### src/rtl/ntt_core_cut_sequencer.sv
// Radix-column / butterfly-group token sequencer for a multi-column NTT core.
// One accepted command yields one control token per butterfly group of every column.

package ntt_core_cut_sequencer_pkg;

    localparam int MAX_NB = 32;

    typedef logic [MAX_NB-1:0][31:0] rdx_vec_t;

    typedef enum logic {
        ST_IDLE = 1'b0,
        ST_RUN  = 1'b1
    } state_e;

    function automatic int rdx_sum(input rdx_vec_t s, input int nb);
        int acc;
        acc = 0;
        for (int c = 0; c < nb; c++) begin
            acc += int'(s[c]);
        end
        return acc;
    endfunction

    function automatic int rdx_min(input rdx_vec_t s, input int nb);
        int m;
        m = int'(s[0]);
        for (int c = 1; c < nb; c++) begin
            if (int'(s[c]) < m) begin
                m = int'(s[c]);
            end
        end
        return m;
    endfunction

endpackage

module ntt_core_cut_sequencer
    import ntt_core_cut_sequencer_pkg::*;
#(
    parameter int                                NTT_RDX_CUT_NB = 3,
    parameter logic [NTT_RDX_CUT_NB-1:0][31:0]   NTT_RDX_CUT_S  = {32'd3, 32'd4, 32'd4},
    localparam int LOG_N = rdx_sum((MAX_NB*32)'(NTT_RDX_CUT_S), NTT_RDX_CUT_NB),
    localparam int COL_W = (NTT_RDX_CUT_NB > 1) ? $clog2(NTT_RDX_CUT_NB) : 1,
    localparam int GRP_W = LOG_N - rdx_min((MAX_NB*32)'(NTT_RDX_CUT_S), NTT_RDX_CUT_NB)
) (
    input  logic             clk,
    input  logic             s_rst_n,
    input  logic             cmd_vld,
    output logic             cmd_rdy,
    input  logic             cmd_bwd,
    output logic             ctrl_vld,
    input  logic             ctrl_rdy,
    output logic [COL_W-1:0] ctrl_col,
    output logic [2:0]       ctrl_rdx_log,
    output logic [GRP_W-1:0] ctrl_grp,
    output logic             ctrl_soc,
    output logic             ctrl_eoc,
    output logic             ctrl_eon,
    output logic             busy
);

    localparam logic [COL_W-1:0] COL_LAST = COL_W'(NTT_RDX_CUT_NB - 1);

    // Only radix 2^1..2^6 butterflies exist, and at least two columns are needed for a group index.
    if (NTT_RDX_CUT_NB < 2 || NTT_RDX_CUT_NB > MAX_NB) begin : g_bad_nb
        $error("ntt_core_cut_sequencer: NTT_RDX_CUT_NB out of range");
    end
    for (genvar c = 0; c < NTT_RDX_CUT_NB; c++) begin : g_chk_s
        if (NTT_RDX_CUT_S[c] < 32'd1 || NTT_RDX_CUT_S[c] > 32'd6) begin : g_bad_s
            $error("ntt_core_cut_sequencer: NTT_RDX_CUT_S entry outside 1..6");
        end
    end

    state_e           state_q, state_d;
    logic             bwd_q, bwd_d;
    logic [COL_W-1:0] col_q, col_d;
    logic [GRP_W-1:0] grp_q, grp_d;

    logic [GRP_W-1:0] grp_last;
    logic [2:0]       rdx_log;
    logic             run, last_col, soc, eoc, eon;

    // Per-column constants selected by the current column: last group index and log2 radix.
    always_comb begin
        grp_last = '0;
        rdx_log  = '0;
        for (int c = 0; c < NTT_RDX_CUT_NB; c++) begin
            if (col_q == COL_W'(c)) begin
                grp_last = GRP_W'((32'd1 << (LOG_N - int'(NTT_RDX_CUT_S[c]))) - 32'd1);
                rdx_log  = NTT_RDX_CUT_S[c][2:0];
            end
        end
    end

    // NOTE: every variable driven here gets a default first, so no path can infer a latch.
    always_comb begin
        state_d  = state_q;
        bwd_d    = bwd_q;
        col_d    = col_q;
        grp_d    = grp_q;
        run      = (state_q == ST_RUN);
        last_col = bwd_q ? (col_q == '0) : (col_q == COL_LAST);
        soc      = (grp_q == '0);
        eoc      = (grp_q == grp_last);
        eon      = eoc & last_col;

        case (state_q)
            ST_IDLE: begin
                if (cmd_vld) begin
                    state_d = ST_RUN;
                    bwd_d   = cmd_bwd;
                    col_d   = cmd_bwd ? COL_LAST : '0;
                    grp_d   = '0;
                end
            end
            ST_RUN: begin
                if (ctrl_rdy) begin
                    if (eon) begin
                        state_d = ST_IDLE;
                        col_d   = '0;
                        grp_d   = '0;
                    end else if (eoc) begin
                        grp_d = '0;
                        col_d = bwd_q ? (col_q - COL_W'(1)) : (col_q + COL_W'(1));
                    end else begin
                        grp_d = grp_q + GRP_W'(1);
                    end
                end
            end
            default: state_d = ST_IDLE;
        endcase
    end

    // NOTE: sequential state is updated with non-blocking assignments only, so all flops see pre-edge values.
    always_ff @(posedge clk or negedge s_rst_n) begin
        if (!s_rst_n) begin
            state_q <= ST_IDLE;
            bwd_q   <= 1'b0;
            col_q   <= '0;
            grp_q   <= '0;
        end else begin
            state_q <= state_d;
            bwd_q   <= bwd_d;
            col_q   <= col_d;
            grp_q   <= grp_d;
        end
    end

    // Token fields come straight from registers, so they hold steady while downstream stalls.
    assign cmd_rdy      = (state_q == ST_IDLE);
    assign ctrl_vld     = run;
    assign busy         = run;
    assign ctrl_col     = run ? col_q : '0;
    assign ctrl_grp     = run ? grp_q : '0;
    assign ctrl_rdx_log = run ? rdx_log : '0;
    assign ctrl_soc     = run & soc;
    assign ctrl_eoc     = run & eoc;
    assign ctrl_eon     = run & eon;

endmodule

### config.mk
export PLATFORM = sky130hd
export DESIGN_NAME = ntt_core_cut_sequencer
export DESIGN_NICKNAME = d
export VERILOG_FILES = /design/src/rtl/ntt_core_cut_sequencer.sv
export SDC_FILE = /design/constraint.sdc
export NUM_CORES = 1
export LEC_CHECK = 0
export BUFFER_PORTS_ARGS = -buffer_cell sky130_fd_sc_hd__clkbuf_2
export CORE_ASPECT_RATIO = 0.7
export CORE_UTILIZATION = 47
export DETAILED_ROUTE_END_ITERATION = 16
export PLACE_DENSITY = 0.72
export SLEW_MARGIN = 20
export SYNTH_ARGS = -nofsm -noshare
export SYNTH_HDL_FRONTEND = slang
export SYNTH_SLANG_ARGS = --single-unit
### constraint.sdc
create_clock -name clk -period 1.5 [get_ports clk]
set_input_delay 0.3 -clock clk [delete_from_list [all_inputs] [get_ports clk]]
set_output_delay 0.3 -clock clk [all_outputs]
set_load 0.02 [all_outputs]
==> results.md, run 1 <==
* Yosys top cell by area: dfrtp_1
* RR Endpoint: col_q[0]
* Die Span X at 55.9 µm
* Drt wl/cell at 19.4 µm
* Syn Area/Cell at 8.60 µm²
* Number of nets in the layout at 183
* Die height at 39.7 µm
* Failing checks: setup timing
* Logic gate share of total power at 0.711
* Post-synth EDFFs at 0
* Rows at 13
* Slew margin rel. at 0.779
* Status: finished, violations left
* Crit path depth at 6
* Detailed placer's ending HPWL at 2.18 mm
* RD Place Congestion at 0.874
* H-tree depth at 1
* Synth Net Count at 122
* Pre-CTS setup slack at -0.331 ns
* DIE AREA at 2220 µm²
* Initial antenna violation count at 0
* Placed insts at 178
* Sequential share of power at 0.212
* Tmin final at 2.01 ns
* Synth top area cells: dfrtp_1, ha_1, and2_1, nand2_1, nor2_1
* Max Used Layer: met4
* Synth warn at 0
* Critical Path Start Type: flip-flop
* FF-to-FF Start: col_q[1]
* Worst hold slack at 0.271 ns
* Total track usage at 0.319
* CP bufs+invs at 1
* Total wire length at 3.72 mm
* Pwr Density at 1600 nW/µm²
* Worst endpoint required time at 1.20 ns
* CP max FO at 3
* Fin Clk Skew at 0.00449 ns
* Int Power at 1480 µW
* N_diodes at 0
* Final setup fails at 25
* Metal3 WL at 372 µm
* Initial Utilization at 0.506
* Mapped cell area at 955 µm²
* Lkg Pwr at 0.000778 µW
* Largest net degree at the start of global routing at 13
* # DRC at 0
* Max rail drop VDD at 1410 µV
* Initial DRC count at 111
* Crit path from: col_q[1]
* Depth of the most critical reg-to-reg path at 8
* Crit path capture type: output port
* Utilization after layout at 0.909
* Slew Limit Fails at 0
* Crit-path max cell delay at 0.46 ns
* Number of global-route vias before repair at 1,040
* Port Buffer Count at 23
* Post-synth top area share at 0.315
* Critical-path top delay cell: dfrtp_2
* Clk Tree Root Cell: clkbuf_4
* Met2 Wirelength at 1.71 mm
* Switching share of power at 0.462
* R2R Setup Slk at -0.40 ns
* Async SR Flop Fraction at 1.00
* Antenna-violating nets left at 0
* First drt pass iteration count at 4
* Top delay family on crit path: simple AND/OR/NAND/NOR gates
* Share of post-route cells with drive strength above 1 at 0.671
* Setup CP Type: reg -> out
* Fmax at 0.497 GHz
* DR vias/cell at 6.03
* GRT overflow at 0
* CP arrival at 1.71 ns
* First-pass GRT wire length at 5.06 mm
* Primary FF master, synth: dfrtp_1
* #FFs+latches synth at 12
* Final hold vios at 0
* Via count at 1,157
* Max capacitance violation total at 0
* CP endpoint: ctrl_eon
* Setup WS post-layout at -0.511 ns
* Total clock sinks at 12
* Total CTS buffers at 3
* Clock Power Share at 0.077
* Routed length on met1 at 1.54 mm
* Clk Latency, worst-skew pair at 0.28 ns
* Total power at 2750 µW
* Clk slew on worst S/H paths at 0.08 ns
* Sequential area share after synthesis at 0.315
* Area Overhead vs Synth at 79.7%
* CP Cell Sequence: ha_4 > and4b_1 > o21ai_4 > nor3_4 > and2_4 > buf_8
* Deepest clock path buffer count at 2
* Worst Tran Pin Value at 0.332 ns
* CTS tree: built
* Final Non-Filler Cells at 192
* Fin crit share at 1.34
* RSZ-0062 raised after global routing: yes
* CORE AREA at 1890 µm²
* Net Switching at 1270 µW
* Worst hold path class: in -> reg
* I/O pins at 24
* Cell variety after synth at 38
* Synthesized instance count at 111
==> power groups by stage <==
stage               combinational (µW)  clock [µW]  sequential (µW)
finish                            1950         211              582
global route                      2070         227              594
CTS                               1590         206              553
detailed placement                1460           0              529
global placement                  1420           0              516
floorplan                          882           0              507
==> how the worst min path moves through the flow <==
stage / from / to / slack, ns / depth (start not counted)
after floorplan: s_rst_n / busy / 0.004 / 0
after global placement: s_rst_n / grp_q[7] / 0.20 / 1
final: cmd_bwd / bwd_q / 0.27 / 2
after detailed placement: s_rst_n / grp_q[7] / 0.21 / 1
after CTS: cmd_bwd / bwd_q / 0.27 / 2
after global routing: cmd_bwd / bwd_q / 0.27 / 2
==> layer usage <==
layer	up-vias	GRT usage
met2	75	0.608
li1	515	-
met4	0	0.0610
met1	553	0.375
met5	-	0
met3	14	0.0858
==> cells in the mapped netlist (all sizes together), types with 2 or more instances <==
cell type and count:
inv 8, nor4b 2, dfrtp 12, xnor2 2, o21ai 8, o311ai 2
and2 8, nor3 3, nand2 11, buf 5, clkbuf 2, nor4 4
mux2 2, a211o 3, mux2i 2, nor2 11, and3 2, or3 2
ha 6, nand3 4
==> cells in the final DEF (no fill, tap or decap), drive strengths merged <==
master	n
a211o	3
a211oi	1
a31oi	1
a41oi	1
and2	8
and3	2
and4	1
and4b	1
buf	52
clkbuf	13
clkinv	1
dfrtp	12
dlygate4sd3	1
ha	6
inv	7
mux2	2
mux2i	2
nand2	11
nand3	4
nand4	1
nor2	11
nor2b	1
nor3	3
nor3b	1
nor4	4
nor4b	2
o2111ai	1
o21ai	8
o311a	1
o311ai	2
o31a	1
or3	2
xnor2	2
xor2	1
==> kinds of logic (layout without fill, tap and decap cells) <==
group	after synthesis	count (layout)	synth area share
compound gates	19	19	0.148
simple gates	52	52	0.303
flops	12	12	0.315
fa+ha+maj	6	6	0.0786
mux	4	4	0.0577
xor+xnor	3	3	0.0275
buf+inv	15	74	0.0708
==> timing repair <==
| action | CTS | global route |
|---|---|---|
| resized for setup | 31 | 61 |
| hold endpoints to repair | 12 | 0 |
| cloned | 0 | 1 |
| endpoints found under the setup margin | 22 | 27 |
| hold buffers | 1 | 0 |
| setup buffers | 3 | 6 |
| pin swaps | 4 | 8 |
==> stage by stage <==
stage | setup TNS (ns) | instance area [µm²]
3_3_place_gp | -1.92 | 1330
5_1_grt | -7.49 | 1720
4_1_cts | -4.37 | 1470
6_report | -6.19 | 1720
2_1_floorplan | -1.33 | 1010
3_5_place_dp | -2.67 | 1330
==> final cells by class <==
class                           count  area [µm²]
Timing Repair Buffer               63         523
Inverter                            8        35.0
Sequential cell                    12         309
Fill cell                          67         171
Clock buffer                        3        22.5
Multi-Input combinational cell     84         798
Tap cell                           22        27.5
==> flip-flops by register name, summed over array words and instances, names as in the netlist <==
name,flops
grp_q,8
col_q,2
busy,1
bwd_q,1
No activity file was read; power rests on OpenSTA's default activity.
==> run 2: changes to the inputs <==
--- a/config.mk
+++ b/config.mk
@@ -5,11 +5,12 @@
 export SDC_FILE = /design/constraint.sdc
 export NUM_CORES = 1
 export LEC_CHECK = 0
+export ABC_AREA = 1
 export BUFFER_PORTS_ARGS = -buffer_cell sky130_fd_sc_hd__clkbuf_2
 export CORE_ASPECT_RATIO = 0.7
 export CORE_UTILIZATION = 47
 export DETAILED_ROUTE_END_ITERATION = 16
-export PLACE_DENSITY = 0.72
+export PLACE_DENSITY = 0.71
 export SLEW_MARGIN = 20
 export SYNTH_ARGS = -nofsm -noshare
 export SYNTH_HDL_FRONTEND = slang
==> run 2 against run 1 <==
Net effect: the flow finishes with violations (DRC, setup timing); final cell count up 11%; largest power group unchanged; sequential share of layout area up 1.8 points; worst setup slack worse by 0.026 ns; utilization down 11 points; highest routed layer unchanged; critical endpoint unchanged; clock skew down 0.0018 ns; via count down 0.78%; global-route usage down 6.0 points.
==> results.md, run 2 <==
* Crit path from: col_q[0]
* Depth of the most critical reg-to-reg path at 14 (+6)
* Status: finished, violations left
* Non-Filler Cell Area, Final at 1530 µm² (-11%)
* Most frequent cells in the layout: nand2_1, buf_4, inv_1
* First-pass GRT wire length at 4.17 mm (-17%)
* Final setup fails at 16 (-36%)
* CP max FO at 4 (+1)
* Drt wl/cell at 14.6 µm (-25%)
* Max rail drop VDD at 875 µV (-38%)
* Total track usage at 0.260 (-0.0599)
* Rows at 13 (unchanged)
* Fin Clk Skew at 0.00265 ns (-0.00184 ns)
* Fin crit share at 1.36 (+0.0173)
* First drt pass iteration count at 10 (+6)
* Die Span X at 56.7 µm (+1.4%)
* Via count at 1,148 (-0.78%)
* Synth Net Count at 153 (+25%)
* Antenna-violating nets left at 0 (unchanged)
* Share of post-route cells with drive strength above 1 at 0.490 (-0.181)
* Deepest clock path buffer count at 2 (unchanged)
* Yosys top cell by area: dfrtp_1
* Sequential area share after synthesis at 0.305 (-0.00920)
* Total clock sinks at 12 (unchanged)
* Post-synth top area share at 0.305 (-0.00920)
* Biggest regs: grp_q: 8 flops, col_q: 2 flops
* CP arrival at 1.74 ns (+0.03 ns)
* Number of nets in the layout at 204 (+11%)
* Primary FF master, synth: dfrtp_1
* Leading cell type in the layout, fill and taps excluded: nand2_1
* Lkg Pwr at 0.000830 µW (+6.6%)
* Total CTS buffers at 3 (unchanged)
* Most flop-heavy register: grp_q
* Max capacitance violation total at 0 (unchanged)
* Worst hold path class: in -> reg
* Fmax at 0.491 GHz (-1.3%)
* GRT overflow at 0 (unchanged)
* Max Used Layer: met4
* Slew margin rel. at 0.755 (-0.0237)
* Setup WS post-layout at -0.536 ns (-0.0259 ns)
* # DRC at 5 (+5)
* N_diodes at 0 (unchanged)
* Initial antenna violation count at 0 (unchanged)
* Cell variety after synth at 23 (-39%)
* Worst endpoint required time at 1.20 ns (about the same)
* Clk Tree Root Cell: clkbuf_4
* DIE AREA at 2280 µm² (+2.9%)
* Initial DRC count at 88 (-21%)
* Metal3 WL at 248 µm (-33%)
* Synth warn at 0 (unchanged)
* #FFs+latches synth at 12 (unchanged)
* DR vias/cell at 5.36 (-11%)
* H-tree depth at 1 (unchanged)
* Filler cell count at 130 (+94%)
* Critical Path Start Type: flip-flop
* Tmin final at 2.04 ns (+0.0259 ns)
* Routed length on met1 at 1.33 mm (-14%)
* Area after DPL at 1240 µm² (-7.2%)
* Synth top cells by count: nand2_1, inv_1, dfrtp_1, nor2_1, nand3_1
* Clk Latency, worst-skew pair at 0.28 ns (about the same)
* Worst Tran Pin Value at 0.365 ns (+0.0332 ns)
* Most frequent cell after synthesis: nand2_1
* Clk slew on worst S/H paths at 0.09 ns (about the same)
* Area Overhead vs Synth at 55.1%
* Total wire length at 3.11 mm (-16%)
* RD Place Congestion at 0.889 (+1.8%)
* CTS tree: built
* I/O pins at 24 (unchanged)
* RSZ-0062 raised after global routing: yes
* Post-synth EDFFs at 0 (unchanged)
* Hold-critical path depth at 2 (unchanged)
* Utilization after layout at 0.795 (-0.114)
* Port Buffer Count at 23 (unchanged)
* Die height at 40.3 µm (+1.4%)
* Setup CP Type: reg -> out
* Slew Limit Fails at 0 (unchanged)
* Detailed placer's ending HPWL at 1.92 mm (-12%)
* Syn Area/Cell at 6.93 µm² (-19%)
* Async SR Flop Fraction at 1.00 (unchanged)
* Failing checks: DRC, setup timing
* FF-to-FF Start: col_q[0]
* Pwr Density at 1160 nW/µm² (-28%)
* Max reg flops at 8 (unchanged)
* Synth top area cells: dfrtp_1, nand2_1, inv_1, ha_1, nand3_1
* Mapped cell area at 983 µm² (+3.0%)
* Largest net degree at the start of global routing at 13 (unchanged)
* Initial Utilization at 0.512 (+0.00642)
* CORE AREA at 1920 µm² (+1.7%)
* Crit path capture type: output port
* Met2 Wirelength at 1.46 mm (-15%)
* Number of global-route vias before repair at 894 (-14%)
* Final hold vios at 0 (unchanged)
* Worst Hold Launch: cmd_bwd
* Synthesized instance count at 142 (+28%)
run 2: final timing paths:
kind	endpoint	slack (ns)
min in group asynchronous	grp_q[4]	0.45
max	ctrl_eon	-0.54
max reg2reg	grp_q[2]	-0.41
min reg2reg	grp_q[5]	0.62
max in group asynchronous	col_q[0]	0.80
min	bwd_q	0.27
run 2: worst max-delay path: stages, from the launching register on:
cell      delay [ns]
dfrtp_2         0.46
inv_2           0.10
ha_4            0.17
inv_2           0.04
nand2_2         0.06
nand2_2         0.07
nor2_4          0.13
nand3_4         0.12
nor3_4          0.14
clkbuf_8        0.17
run 2: final cells by class:
class                   count  area, µm²  area share
well taps                  22       27.5      0.0180
multi-input cells          96        661       0.433
inverters                  31        119      0.0779
flip-flops and latches     12        303       0.199
clock buffers               4       36.3      0.0238
repair buffers             49        379       0.249
run 2: cell families (layout without fill, tap and decap cells):
| group | Yosys count | in the layout | synth area share |
|---|---|---|---|
| simple gates | 73 | 73 | 0.366 |
| buf+inv | 34 | 84 | 0.137 |
| compound gates | 13 | 13 | 0.0763 |
| flops | 12 | 12 | 0.305 |
| fa+ha+maj | 6 | 6 | 0.0763 |
| xor+xnor | 3 | 3 | 0.0267 |
| mux | 1 | 1 | 0.0114 |
run 2: per-layer routing:
layer / global-route usage / vias to the layer above
li1: - / 534
met1: 0.348 / 541
met2: 0.435 / 63
met3: 0.0677 / 10
met4: 0.0500 / 0
met5: 0 / -
run 2: timing repair:
| action | 4_1_cts | 5_1_grt |
|---|---|---|
| gates cloned | 0 | 0 |
| buffers inserted | 6 | 6 |
| hold endpoints to repair | 12 | 0 |
| gates resized for setup | 29 | 19 |
| setup endpoints to repair | 16 | 21 |
| hold buffers | 1 | 0 |
| pin swaps | 6 | 5 |
run 2: through the flow:
stage	hold WS (ns)	TNS, ns	power, µW	instances	setup WS, ns
after global routing	0.260	-5.85	1860	214	-0.589
after floorplan	0.00441	-0.339	991	142	-0.159
final	0.269	-5.07	1760	214	-0.536
after global placement	0.205	-1.07	1250	198	-0.194
after CTS	0.262	-3.42	1650	209	-0.504
after detailed placement	0.207	-1.78	1280	198	-0.274
run 2: power by group:
group          leakage, µW  internal, µW  total (µW)  switching, µW
sequential        0.000148           399         493           93.7
combinational     0.000660           421         990            569
clock            0.0000210           148         279            132
total             0.000830           968        1760            794
==> run 3: changes to the inputs <==
--- a/config.mk
+++ b/config.mk
@@ -7,8 +7,10 @@
 export LEC_CHECK = 0
 export ABC_AREA = 1
 export BUFFER_PORTS_ARGS = -buffer_cell sky130_fd_sc_hd__clkbuf_2
+export CELL_PAD_IN_SITES_DETAIL_PLACEMENT = 0
+export CELL_PAD_IN_SITES_GLOBAL_PLACEMENT = 1
 export CORE_ASPECT_RATIO = 0.7
-export CORE_UTILIZATION = 47
+export CORE_UTILIZATION = 33
 export DETAILED_ROUTE_END_ITERATION = 16
 export PLACE_DENSITY = 0.71
 export SLEW_MARGIN = 20
==> run 3 against run 2 <==
Net effect: the flow finishes with violations (setup timing); register-to-register slack gained 0.29 ns; combinational power is 5.4% lower; largest cell class unchanged; sequential share of layout area hardly changed; via count down 12%; critical path depth down 2; maximum frequency rose by 5.5%; non-clock buffer count grew 1; clock power is 6% higher.
==> results.md, run 3 (synthesized netlist as in run 2, its figures left out) <==
* Status: finished, violations left
* Failing checks: setup timing
* Clk Latency, worst-skew pair at 0.24 ns (-0.04 ns)
* N_diodes at 0 (unchanged)
* Most frequent cells in the layout: nand2_1, buf_4, inv_1
* Max reg flops at 8 (unchanged)
* Initial Utilization at 0.348 (-0.164)
* Largest net degree at the start of global routing at 13 (unchanged)
* DR vias/cell at 4.41 (-18%)
* Crit-path max cell delay at 0.46 ns (about the same)
* Crit path capture type: output port
* DIE AREA at 3210 µm² (+40%)
* Critical-path top delay cell: dfrtp_2
* First drt pass iteration count at 4 (-6)
* Leading cell type in the layout, fill and taps excluded: nand2_1
* RD Place Congestion at 0.790 (-11%)
* Initial antenna violation count at 0 (unchanged)
* Final setup fails at 14 (-2)
* Max rail drop VDD at 628 µV (-28%)
* GRT overflow at 0 (unchanged)
* Die height at 47.7 µm (+18%)
* I/O pins at 24 (unchanged)
* Deepest clock path buffer count at 2 (unchanged)
* Slew Limit Fails at 0 (unchanged)
* Detailed placer's ending HPWL at 1.84 mm (-4.0%)
* Clk slew on worst S/H paths at 0.05 ns (-0.04 ns)
* Final Non-Filler Cells at 228 (+6.5%)
* Critical Path Start Type: flip-flop
* Worst hold path class: in -> reg
* Setup WS post-layout at -0.429 ns (+0.107 ns)
* Pwr Density at 1130 nW/µm² (-2.5%)
* Most flop-heavy register: grp_q
* Slew margin rel. at 0.775 (+0.0197)
* CORE AREA at 2820 µm² (+47%)
* Crit path top cell by count: nand2_2
* Biggest regs: grp_q: 8 flops, col_q: 2 flops
* Clk Tree Root Cell: clkbuf_8
* # DRC at 0 (-5)
* RSZ-0062 raised after global routing: yes
* Non-Filler Cell Area, Final at 1530 µm² (+0.41%)
* Area Overhead vs Synth at 55.7%
* CP max FO at 5 (+1)
* Lkg Pwr at 0.000830 µW (about the same)
* Total wire length at 2.49 mm (-20%)
* Number of nets in the layout at 205 (+0.49%)
* Fin Clk Skew at 0.000375 ns (-0.00228 ns)
* Area after DPL at 1280 µm² (+3.8%)
* Rows at 16 (+3)
* CP arrival at 1.63 ns (-0.11 ns)
* Port Buffer Count at 23 (unchanged)
* First-pass GRT wire length at 3.92 mm (-6.1%)
* Worst endpoint required time at 1.20 ns (about the same)
* Number of global-route vias before repair at 820 (-8.3%)
* Share of post-route cells with drive strength above 1 at 0.516 (+0.0260)
* Setup CP Type: reg -> out
* Initial DRC count at 21 (-76%)
* Setup TNS at -2.03 ns (+3.04 ns)
* Fmax at 0.518 GHz (+5.5%)
* Pre-CTS setup slack at -0.259 ns (+0.0156 ns)
* H-tree depth at 1 (unchanged)
* Total track usage at 0.178 (-0.0816)
* Tmin final at 1.93 ns (-0.107 ns)
* Worst Tran Pin Value at 0.338 ns (-0.0272 ns)
* Drt wl/cell at 10.9 µm (-25%)
* CTS tree: built
* Total CTS buffers at 3 (unchanged)
* Die Span X at 67.3 µm (+19%)
* Max capacitance violation total at 0 (unchanged)
* Total clock sinks at 12 (unchanged)
* Via count at 1,005 (-12%)
* CP Cell Sequence: ha_4 > nand2_2 > nand2_2 > nor2_4 > nand3_4 > nor3_4 > clkbuf_8
* Antenna-violating nets left at 0 (unchanged)
* Fin crit share at 1.29 (-0.0714)
* Placed insts at 216 (+9.1%)
* Final hold vios at 0 (unchanged)
[run 3: cell count changes in the layout (fill, tap and decap cells not counted), moves of 2 or more]
| cell | before | now |
|---|---|---|
| buf_4 | 21 | 23 |
| clkbuf_4 | 3 | 0 |
| buf_8 | 3 | 1 |
| nor2_2 | 1 | 4 |
| clkbuf_8 | 2 | 4 |
| ha_4 | 5 | 3 |
| nor2_1 | 10 | 8 |
| o21ai_1 | 3 | 1 |
[run 3: worst max-delay path, delay by kind of cell, from the launching register on]
family | cells | cell delay, ns
buf+inv | 1 | 0.17
simple gates | 5 | 0.55
flops | 1 | 0.46
fa+ha+maj | 1 | 0.20
[run 3: per-stage QoR]
step                       util  hold WS [ns]  power (µW)
after detailed placement  0.455         0.218        1300
after global routing      0.543         0.330        1870
after global placement    0.455         0.213        1290
after CTS                 0.510         0.305        1670
final                     0.543         0.307        1720
after floorplan               -       0.00441         991
[run 3: power breakdown]
group          leakage (µW)  internal [µW]  total [µW]  switching [µW]
combinational      0.000661            418         937             519
sequential         0.000147            402         490            88.7
clock             0.0000216            177         297             120
total              0.000830            997        1720             728
[run 3: final timing paths]
check	startpoint	end	slack, ns	cells after the start
setup / recovery	col_q[1]	ctrl_eon	-0.43	7
hold / removal	cmd_bwd	bwd_q	0.31	2
setup reg to reg	col_q[1]	col_q[1]	-0.12	11
hold reg to reg	grp_q[3]	grp_q[3]	0.62	2
max in group asynchronous	s_rst_n	col_q[1]	0.74	2
min in group asynchronous	s_rst_n	grp_q[2]	0.49	2
[run 3: cell type report]
type	instances	area, µm²
Timing Repair Buffer	50	375
Sequential cell	12	304
Tap cell	36	45.0
Inverter	31	119
Clock buffer	3	41.3
Multi-Input combinational cell	96	647
Fill cell	274	1290
[run 3: timing repair]
item	4_1_cts	5_1_grt
endpoints found under the hold margin	12	0
setup buffers	5	3
gates resized for setup	21	29
pin swaps	4	7
hold buffers	1	0
endpoints found under the setup margin	16	17
[run 3: layer usage]
layer / part of all wire / track usage / up-vias
met5: 0 / 0 / -
met2: 0.42 / 0.230 / 19
met3: 0.038 / 0.0500 / 4
met1: 0.53 / 0.273 / 445
li1: - / - / 537
met4: 0.011 / 0.0638 / 0
